==> src/rtl/multicycle_control_if.sv <==
// Control-to-datapath bundle for the multicycle MIPS controller.
// master = controller side, slave = datapath/memory side.
interface multicycle_control_if #(
  parameter int ALUOP_WIDTH = 3,
  parameter int CNT_WIDTH   = 32
);
  logic [5:0]             op;
  logic [5:0]             funct;
  logic                   zero;
  logic                   mem_ready;
  logic                   pc_write;
  logic [1:0]             pc_src;
  logic                   ir_write;
  logic                   iord;
  logic                   mem_read;
  logic                   mem_write;
  logic                   reg_write;
  logic [1:0]             reg_dst;
  logic [1:0]             mem_to_reg;
  logic                   alu_src_a;
  logic [1:0]             alu_src_b;
  logic [ALUOP_WIDTH-1:0] alu_op;
  logic                   instr_done;
  logic [CNT_WIDTH-1:0]   retired;
  logic                   illegal_op;
  logic                   mem_timeout;
  logic                   trapped;

  modport master (
    input  op, funct, zero, mem_ready,
    output pc_write, pc_src, ir_write, iord, mem_read, mem_write, reg_write,
           reg_dst, mem_to_reg, alu_src_a, alu_src_b, alu_op, instr_done,
           retired, illegal_op, mem_timeout, trapped
  );

  modport slave (
    output op, funct, zero, mem_ready,
    input  pc_write, pc_src, ir_write, iord, mem_read, mem_write, reg_write,
           reg_dst, mem_to_reg, alu_src_a, alu_src_b, alu_op, instr_done,
           retired, illegal_op, mem_timeout, trapped
  );
endinterface

==> src/rtl/multicycle_control.sv <==
// Multicycle MIPS control FSM: fetch/decode/execute/memory/writeback over a
// shared memory port, with memory-wait watchdog, illegal-op trap and retire count.
module multicycle_control #(
  parameter int ALUOP_WIDTH  = 3,
  parameter int MEM_WAIT_MAX = 15,
  parameter int CNT_WIDTH    = 32
) (
  input  logic                 clk,
  input  logic                 reset,
  multicycle_control_if.master bus
);
  localparam logic [3:0] FETCH = 4'd0, DECODE = 4'd1, EXEC_R = 4'd2, EXEC_I = 4'd3,
                         ALU_WB = 4'd4, MEM_ADDR = 4'd5, MEM_READ = 4'd6, MEM_WB = 4'd7,
                         MEM_WRITE = 4'd8, BRANCH = 4'd9, JUMP = 4'd10, JAL = 4'd11,
                         JR = 4'd12, TRAP = 4'd13;

  localparam logic [ALUOP_WIDTH-1:0] ALU_FN  = ALUOP_WIDTH'(3'b111);
  localparam logic [ALUOP_WIDTH-1:0] ALU_ADD = ALUOP_WIDTH'(3'b100);
  localparam logic [ALUOP_WIDTH-1:0] ALU_OR  = ALUOP_WIDTH'(3'b101);
  localparam logic [ALUOP_WIDTH-1:0] ALU_AND = ALUOP_WIDTH'(3'b110);
  localparam logic [ALUOP_WIDTH-1:0] ALU_LUI = ALUOP_WIDTH'(3'b000);
  localparam logic [ALUOP_WIDTH-1:0] ALU_SUB = ALUOP_WIDTH'(3'b001);

  localparam int WW = $clog2(MEM_WAIT_MAX + 1);

  logic [3:0]             state, nextState;
  logic [WW-1:0]          waitCnt;
  logic [CNT_WIDTH-1:0]   retiredQ;
  logic                   illegalQ, timeoutQ;
  logic                   waitState, timeout, illegalDec;
  logic                   pcWrite, irWrite, iord, memRead, memWrite, regWrite, aluSrcA, instrDone;
  logic [1:0]             pcSrc, regDst, memToReg, aluSrcB;
  logic [ALUOP_WIDTH-1:0] aluOp;

  assign waitState = (state == FETCH) || (state == MEM_READ) || (state == MEM_WRITE);
  // mem_ready arriving on the limit cycle still completes normally
  assign timeout   = waitState && (waitCnt == WW'(MEM_WAIT_MAX)) && !bus.mem_ready;

  always_comb begin
    nextState  = state;
    illegalDec = 1'b0;
    pcWrite    = 1'b0;
    pcSrc      = 2'd0;
    irWrite    = 1'b0;
    iord       = 1'b0;
    memRead    = 1'b0;
    memWrite   = 1'b0;
    regWrite   = 1'b0;
    regDst     = 2'd0;
    memToReg   = 2'd0;
    aluSrcA    = 1'b0;
    aluSrcB    = 2'd0;
    aluOp      = ALU_ADD;
    instrDone  = 1'b0;
    case (state)
      FETCH: begin
        memRead = 1'b1;
        aluSrcB = 2'd1;
        if (bus.mem_ready) begin
          irWrite   = 1'b1;
          pcWrite   = 1'b1;
          nextState = DECODE;
        end
      end
      DECODE: begin
        aluSrcB = 2'd3;
        case (bus.op)
          6'h00: begin
            if (bus.funct == 6'h08) nextState = JR;
            else if (bus.funct inside {6'h20, 6'h22, 6'h24, 6'h25, 6'h2a, 6'h27})
              nextState = EXEC_R;
            else illegalDec = 1'b1;
          end
          6'h08, 6'h0c, 6'h0d, 6'h0f: nextState = EXEC_I;
          6'h23, 6'h2b:               nextState = MEM_ADDR;
          6'h04, 6'h05:               nextState = BRANCH;
          6'h02:                      nextState = JUMP;
          6'h03:                      nextState = JAL;
          default:                    illegalDec = 1'b1;
        endcase
        if (illegalDec) nextState = TRAP;
      end
      EXEC_R: begin
        aluSrcA   = 1'b1;
        aluOp     = ALU_FN;
        nextState = ALU_WB;
      end
      EXEC_I: begin
        aluSrcA   = 1'b1;
        aluSrcB   = 2'd2;
        case (bus.op)
          6'h0c:   aluOp = ALU_AND;
          6'h0d:   aluOp = ALU_OR;
          6'h0f:   aluOp = ALU_LUI;
          default: aluOp = ALU_ADD;
        endcase
        nextState = ALU_WB;
      end
      ALU_WB: begin
        // IR is still held, so op tells R-type (rd) from I-type (rt)
        regWrite  = 1'b1;
        regDst    = (bus.op == 6'h00) ? 2'd1 : 2'd0;
        instrDone = 1'b1;
        nextState = FETCH;
      end
      MEM_ADDR: begin
        aluSrcA   = 1'b1;
        aluSrcB   = 2'd2;
        nextState = (bus.op == 6'h23) ? MEM_READ : MEM_WRITE;
      end
      MEM_READ: begin
        memRead = 1'b1;
        iord    = 1'b1;
        if (bus.mem_ready) nextState = MEM_WB;
      end
      MEM_WB: begin
        regWrite  = 1'b1;
        memToReg  = 2'd1;
        instrDone = 1'b1;
        nextState = FETCH;
      end
      MEM_WRITE: begin
        memWrite = 1'b1;
        iord     = 1'b1;
        if (bus.mem_ready) begin
          instrDone = 1'b1;
          nextState = FETCH;
        end
      end
      BRANCH: begin
        aluSrcA   = 1'b1;
        aluOp     = ALU_SUB;
        pcSrc     = 2'd1;
        pcWrite   = (bus.op == 6'h04) ? bus.zero : !bus.zero;
        instrDone = 1'b1;
        nextState = FETCH;
      end
      JUMP, JAL: begin
        pcWrite   = 1'b1;
        pcSrc     = 2'd2;
        instrDone = 1'b1;
        nextState = FETCH;
        if (state == JAL) begin
          regWrite = 1'b1;
          regDst   = 2'd2;
          memToReg = 2'd2;
        end
      end
      JR: begin
        aluSrcA   = 1'b1;
        pcWrite   = 1'b1;
        pcSrc     = 2'd3;
        instrDone = 1'b1;
        nextState = FETCH;
      end
      default: nextState = TRAP;
    endcase
    if (timeout) begin
      memRead   = 1'b0;
      memWrite  = 1'b0;
      irWrite   = 1'b0;
      pcWrite   = 1'b0;
      regWrite  = 1'b0;
      instrDone = 1'b0;
      nextState = TRAP;
    end
  end

  always_ff @(posedge clk) begin
    if (reset) begin
      state    <= FETCH;
      waitCnt  <= '0;
      retiredQ <= '0;
      illegalQ <= 1'b0;
      timeoutQ <= 1'b0;
    end else begin
      state   <= nextState;
      waitCnt <= (waitState && !bus.mem_ready && !timeout) ? waitCnt + 1'b1 : '0;
      if (instrDone)  retiredQ <= retiredQ + 1'b1;
      if (illegalDec) illegalQ <= 1'b1;
      if (timeout)    timeoutQ <= 1'b1;
    end
  end

  assign bus.pc_write    = pcWrite;
  assign bus.pc_src      = pcSrc;
  assign bus.ir_write    = irWrite;
  assign bus.iord        = iord;
  assign bus.mem_read    = memRead;
  assign bus.mem_write   = memWrite;
  assign bus.reg_write   = regWrite;
  assign bus.reg_dst     = regDst;
  assign bus.mem_to_reg  = memToReg;
  assign bus.alu_src_a   = aluSrcA;
  assign bus.alu_src_b   = aluSrcB;
  assign bus.alu_op      = aluOp;
  assign bus.instr_done  = instrDone;
  assign bus.retired     = retiredQ;
  assign bus.illegal_op  = illegalQ;
  assign bus.mem_timeout = timeoutQ;
  assign bus.trapped     = (state == TRAP);
endmodule

==> src/flat_wrapper.sv <==
// flat-port wrapper written by rule: the top's interface ports become plain ports
module multicycle_control_flat 
#(
  parameter int ALUOP_WIDTH  = 3,
  parameter int MEM_WAIT_MAX = 15,
  parameter int CNT_WIDTH    = 32
)
  (clk, reset, bus_op, bus_funct, bus_zero, bus_mem_ready, bus_pc_write, bus_pc_src, bus_ir_write, bus_iord, bus_mem_read, bus_mem_write, bus_reg_write, bus_reg_dst, bus_mem_to_reg, bus_alu_src_a, bus_alu_src_b, bus_alu_op, bus_instr_done, bus_retired, bus_illegal_op, bus_mem_timeout, bus_trapped);
  multicycle_control_if #(.ALUOP_WIDTH(ALUOP_WIDTH), .CNT_WIDTH(CNT_WIDTH)) bus_i ();
  input  logic clk;
  input  logic reset;
  input wire logic [$bits(bus_i.op)-1:0] bus_op;
  input wire logic [$bits(bus_i.funct)-1:0] bus_funct;
  input wire logic [$bits(bus_i.zero)-1:0] bus_zero;
  input wire logic [$bits(bus_i.mem_ready)-1:0] bus_mem_ready;
  output wire logic [$bits(bus_i.pc_write)-1:0] bus_pc_write;
  output wire logic [$bits(bus_i.pc_src)-1:0] bus_pc_src;
  output wire logic [$bits(bus_i.ir_write)-1:0] bus_ir_write;
  output wire logic [$bits(bus_i.iord)-1:0] bus_iord;
  output wire logic [$bits(bus_i.mem_read)-1:0] bus_mem_read;
  output wire logic [$bits(bus_i.mem_write)-1:0] bus_mem_write;
  output wire logic [$bits(bus_i.reg_write)-1:0] bus_reg_write;
  output wire logic [$bits(bus_i.reg_dst)-1:0] bus_reg_dst;
  output wire logic [$bits(bus_i.mem_to_reg)-1:0] bus_mem_to_reg;
  output wire logic [$bits(bus_i.alu_src_a)-1:0] bus_alu_src_a;
  output wire logic [$bits(bus_i.alu_src_b)-1:0] bus_alu_src_b;
  output wire logic [$bits(bus_i.alu_op)-1:0] bus_alu_op;
  output wire logic [$bits(bus_i.instr_done)-1:0] bus_instr_done;
  output wire logic [$bits(bus_i.retired)-1:0] bus_retired;
  output wire logic [$bits(bus_i.illegal_op)-1:0] bus_illegal_op;
  output wire logic [$bits(bus_i.mem_timeout)-1:0] bus_mem_timeout;
  output wire logic [$bits(bus_i.trapped)-1:0] bus_trapped;
  assign bus_i.op = bus_op;
  assign bus_i.funct = bus_funct;
  assign bus_i.zero = bus_zero;
  assign bus_i.mem_ready = bus_mem_ready;
  assign bus_pc_write = bus_i.pc_write;
  assign bus_pc_src = bus_i.pc_src;
  assign bus_ir_write = bus_i.ir_write;
  assign bus_iord = bus_i.iord;
  assign bus_mem_read = bus_i.mem_read;
  assign bus_mem_write = bus_i.mem_write;
  assign bus_reg_write = bus_i.reg_write;
  assign bus_reg_dst = bus_i.reg_dst;
  assign bus_mem_to_reg = bus_i.mem_to_reg;
  assign bus_alu_src_a = bus_i.alu_src_a;
  assign bus_alu_src_b = bus_i.alu_src_b;
  assign bus_alu_op = bus_i.alu_op;
  assign bus_instr_done = bus_i.instr_done;
  assign bus_retired = bus_i.retired;
  assign bus_illegal_op = bus_i.illegal_op;
  assign bus_mem_timeout = bus_i.mem_timeout;
  assign bus_trapped = bus_i.trapped;
  multicycle_control #(.ALUOP_WIDTH(ALUOP_WIDTH), .MEM_WAIT_MAX(MEM_WAIT_MAX), .CNT_WIDTH(CNT_WIDTH)) u_core (.clk(clk), .reset(reset), .bus(bus_i));
endmodule
==> config.mk <==
export PLATFORM = sky130hd
export DESIGN_NAME = multicycle_control_flat
export DESIGN_NICKNAME = d
export VERILOG_FILES = /design/src/rtl/multicycle_control_if.sv /design/src/rtl/multicycle_control.sv /design/src/flat_wrapper.sv
export SDC_FILE = /design/constraint.sdc
export NUM_CORES = 1
export LEC_CHECK = 0
export BUFFER_PORTS_ARGS = -buffer_cell sky130_fd_sc_hd__buf_2
export CORE_ASPECT_RATIO = 1.4
export CORE_MARGIN = 1
export CORE_UTILIZATION = 52
export CTS_CLUSTER_SIZE = 20
export DETAILED_ROUTE_END_ITERATION = 6
export GPL_TIMING_DRIVEN = 0
export PLACE_DENSITY = 0.79
export SLEW_MARGIN = 20
export SYNTH_ARGS = -nofsm -noshare
export SYNTH_HDL_FRONTEND = slang
export SYNTH_SLANG_ARGS = --single-unit
export TNS_END_PERCENT = 1
==> constraint.sdc <==
create_clock -name clk -period 3.74 [get_ports clk]
set_input_delay 0.748 -clock clk [delete_from_list [all_inputs] [get_ports clk]]
set_output_delay 0.748 -clock clk [all_outputs]
set_load 0.01 [all_outputs]
==> results.md <==
* Run status: completed
* DRC Markers at 0
* EDFF count, synth at 0
* Hold_buf cts at 0
* Area grow syn2layout at 19.79%
* Clock Skew at 7.514 ps
* RSZ-0062 raised after global routing: no
* Die height at 85.45 um
* Initial antenna violation count at 0
* Mapped Area at ~2600 um2
* Die area at 5263 um2
* Post-CTS setup buffer count at 0
* CP Launch Point: u_core.state[1]
* Worst Hold Class: register to register
* Pin slew with the least headroom to its limit at 574.8 ps
* Layout cell share with drive strength beyond 1 at 0.1966
* Clk Latency, worst-skew pair at slightly below 300 ps
* Row cnt at 30
* Final min period at 2901 ps
* Sink Count at 42
* WHS at ~450 ps
* First-pass GRT wire length at roughly 11000 um
* Period utilisation layout at 0.7756
* FF+latch count, synth at between 40 and 50
* Maximum clock frequency at 344.7 MHz
* Gr usage total at 0.2681
* H-tree level count at 2
* Ys flop type: dfxtp_1
* Compound-gate portion of the synthesized area at 0.2438
* CTS tree: yes
* Routed WL at approximately 6800 um
* Leak Pwr at 0.001231 uW
* Simple-gate share of the synthesized area at 0.2995
* Area share of the largest cell type after synthesis at 0.3251
* TritonCTS Buffers at 5
* Reg clk slew, reported paths at 70 ps
* Gate Count Post-Synth at between 300 and 400
* Cells after DPL at around 470
* DIE WIDTH at slightly above 60 um
* Vias in the first global route at 2570
* Syn nets at around 360
* Fill cells at between 400 and 500
* Grt total ovfl at 0
* R2R setup slack at approximately 1400 ps
* Post-DR wirelength/cell at 14.05 um
* Worst setup path class: register to primary output
* Synth warn at 0
* Unique masters post-synth at 56
* Max cap viols at 0
* Slew margin rel. at 0.6138
* Cells on worst reg2reg path at 7
* Largest family of logic cells by synthesized area: simple AND/OR/NAND/NOR gates
* Via count at 2774
* ANT cells at 0
* Vias per Instance at ~5.8
* Iter 0 DRT Violations at between 100 and 150
* CP required at 2990 ps
* CTS root buffer: clkbuf_8
* Post-synthesis sequential area ratio at 0.3251
* CP max stage delay at ~430 ps
* Total power at between 1000 and 1500 uW
* Crit path cell chain: clkbuf_1 > nor2_1 > o21ai_1 > nor2_1 > nor4_1 > buf_2
* Syn_area_per_cell at roughly 7.6 um2
* Final Hold Viols at 0
* Initial core utilization at 0.5383
* Crit Reg-Reg Startpoint: u_core.state[2]
* Core ar. at just under 5000 um2
* Worst r2r dst: u_core.bus.retired[28]
* Nets at 434
* I/O Buffers at 68
* I/O pin cnt at 70
* Detailed-placement wirelength estimate at between 5000 and 6000 um
* Critical path endpoint: bus_mem_read
* Pin count of the biggest net entering global routing at 13
* Crit-path max FO at 10
* Max Slew Vio Count at 0
* Post-Layout Cell Count at between 400 and 500
* Async SR Flop Fraction at 0
* Adder-cell area share of the yosys netlist at 0.009676
* Top cell by count, worst path: nor2_1
* Critical Path End Type: primary output
* Mux contribution to synthesized area at 0.003870
* Post-synth top area cell: dfxtp_1
* Ranking of synthesized cells by area: dfxtp_1 33%, nor2_1 6.2%, xor2_1 5.8%, o21ai_0 5.0%, a21oi_1 4.6%
* TNS Setup at 0 ps
* CP Launch Type: register
* DRT antenna net count at 0
* Synthesized-area fraction occupied by xor and xnor cells at 0.07450
* Worst path arrival time at 2150 ps
* Worst VDD drop at between 0.0002 and 0.00025 V
* Drt first pass iters at 4
* Resized Gates After CTS at 0
* Power per standard cell area at 373.0 nW/um2
* Worst-case clock buffer depth at 2
* CP max stage cell: dfxtp_1
* # setup viols final at 0
* GPL Wtd Cong at ~0.93
## where the power goes
group          internal, uW  switching [uW]  total (uW)
Sequential              466            19.3         485
Clock                   149             148         297
Combinational           137             237         373
## per-layer routing
layer	up-vias	wire [um]	track usage
met3	17	259	0.04116
met2	81	3495	0.4868
met5	-	0	0
met4	0	189	0.1192
met1	1276	2812	0.2902
li1	1400	-	-
## cells by family after synthesis
kind of cell	count (synthesis)
buffers and inverters	29
adders and majority gates	2
DFF	42
xor gates and xnor gates	22
AOI/OAI and AO/OA	95
muxes	1
and+or+nand+nor	150
## sequential cells by signal, indices dropped and copies added (netlist names)
signal	count
u_core.bus.retired	32
u_core.state	4
u_core.waitCnt	4
u_core.bus.illegal_op	1
u_core.bus.mem_timeout	1
## cell usage in the layout, fill, tap and decap left out, types with 3 or more instances in the layout
cell | Yosys | routed
xor2_1 | 17 | 17
or3_1 | 12 | 12
xnor2_1 | 5 | 5
and3_1 | 5 | 5
or2_2 | 3 | 3
nand2b_1 | 5 | 5
o21ai_0 | 26 | 26
nand2_1 | 26 | 26
clkbuf_1 | 21 | 22
clkbuf_8 | 0 | 6
nor4_1 | 3 | 3
a21oi_1 | 24 | 24
nand3_1 | 14 | 14
nor2b_1 | 6 | 6
a21o_1 | 3 | 3
nand4_1 | 5 | 5
o311ai_0 | 3 | 3
o31ai_1 | 5 | 5
and4_1 | 4 | 4
nor2_1 | 43 | 43
dfxtp_1 | 42 | 42
and2_1 | 3 | 3
inv_1 | 4 | 4
buf_2 | 0 | 68
nor3_1 | 9 | 9
o2111ai_1 | 7 | 7
a31oi_1 | 3 | 3
o211ai_1 | 6 | 6
## worst min path at each step
| stage | from | cells past startpoint | slack (ps) | end |
|---|---|---|---|---|
| detailed placement | u_core.waitCnt[0] | 1 | 450 | u_core.waitCnt[0] |
| finish | u_core.waitCnt[0] | 1 | 450 | u_core.waitCnt[0] |
| floorplan | u_core.waitCnt[0] | 1 | 420 | u_core.waitCnt[0] |
| global route | u_core.waitCnt[0] | 1 | 480 | u_core.waitCnt[0] |
| CTS | u_core.waitCnt[0] | 1 | 460 | u_core.waitCnt[0] |
| global placement | u_core.waitCnt[0] | 1 | 430 | u_core.waitCnt[0] |
## synth_stat cells (all sizes together) (2+ instances only)
library cell and instances:
a211oi 2, nor3 9, o211ai 6, and4 4
a21o 3, buf 3, o311a 2, nand4 5
nand2 26, a31oi 3, ha 2, or3 12
nand3 14, xnor2 5, nor2 43, inv 4
and3 5, nand2b 5, nor4b 3, clkbuf 21
dfxtp 42, o21ai 27, and2 5, xor2 17
nor4 3, o311ai 3, o31ai 5, a21oi 24
nor2b 6, or4 2, or2 3, o2111ai 8
o22ai 2
## worst max-delay path: cells and delay by family, from the launching register on
kind	cells	cell delay, ps
AND/OR/NAND/NOR	3	570
buffers and inverters	2	550
flip-flops	1	430
AO/OA/AOI/OAI	1	310
## stage by stage
stage	utilization	setup WS, ps	cell area [um2]
finish	0.6448	839.2	3098
global route	0.6448	695.5	3098
CTS	0.6448	884.6	3098
detailed placement	0.6258	895.3	3007
global placement	0.6258	891.6	3007
floorplan	-	1205	2586
## layout make-up
cell class / count / area [um2] / share of cell area
plain buffers: 24 / 93.84 / 0.03029
clock buffers: 7 / 86.33 / 0.02787
clock inverters: 1 / 5.005 / 0.001616
inverters: 5 / 18.77 / 0.006058
multi-input cells: 270 / 1633 / 0.5271
flip-flops and latches: 42 / 840.8 / 0.2714
well taps: 64 / 80.08 / 0.02585
repair buffers: 68 / 340.3 / 0.1099
No activity file was read; power rests on OpenSTA's default activity.
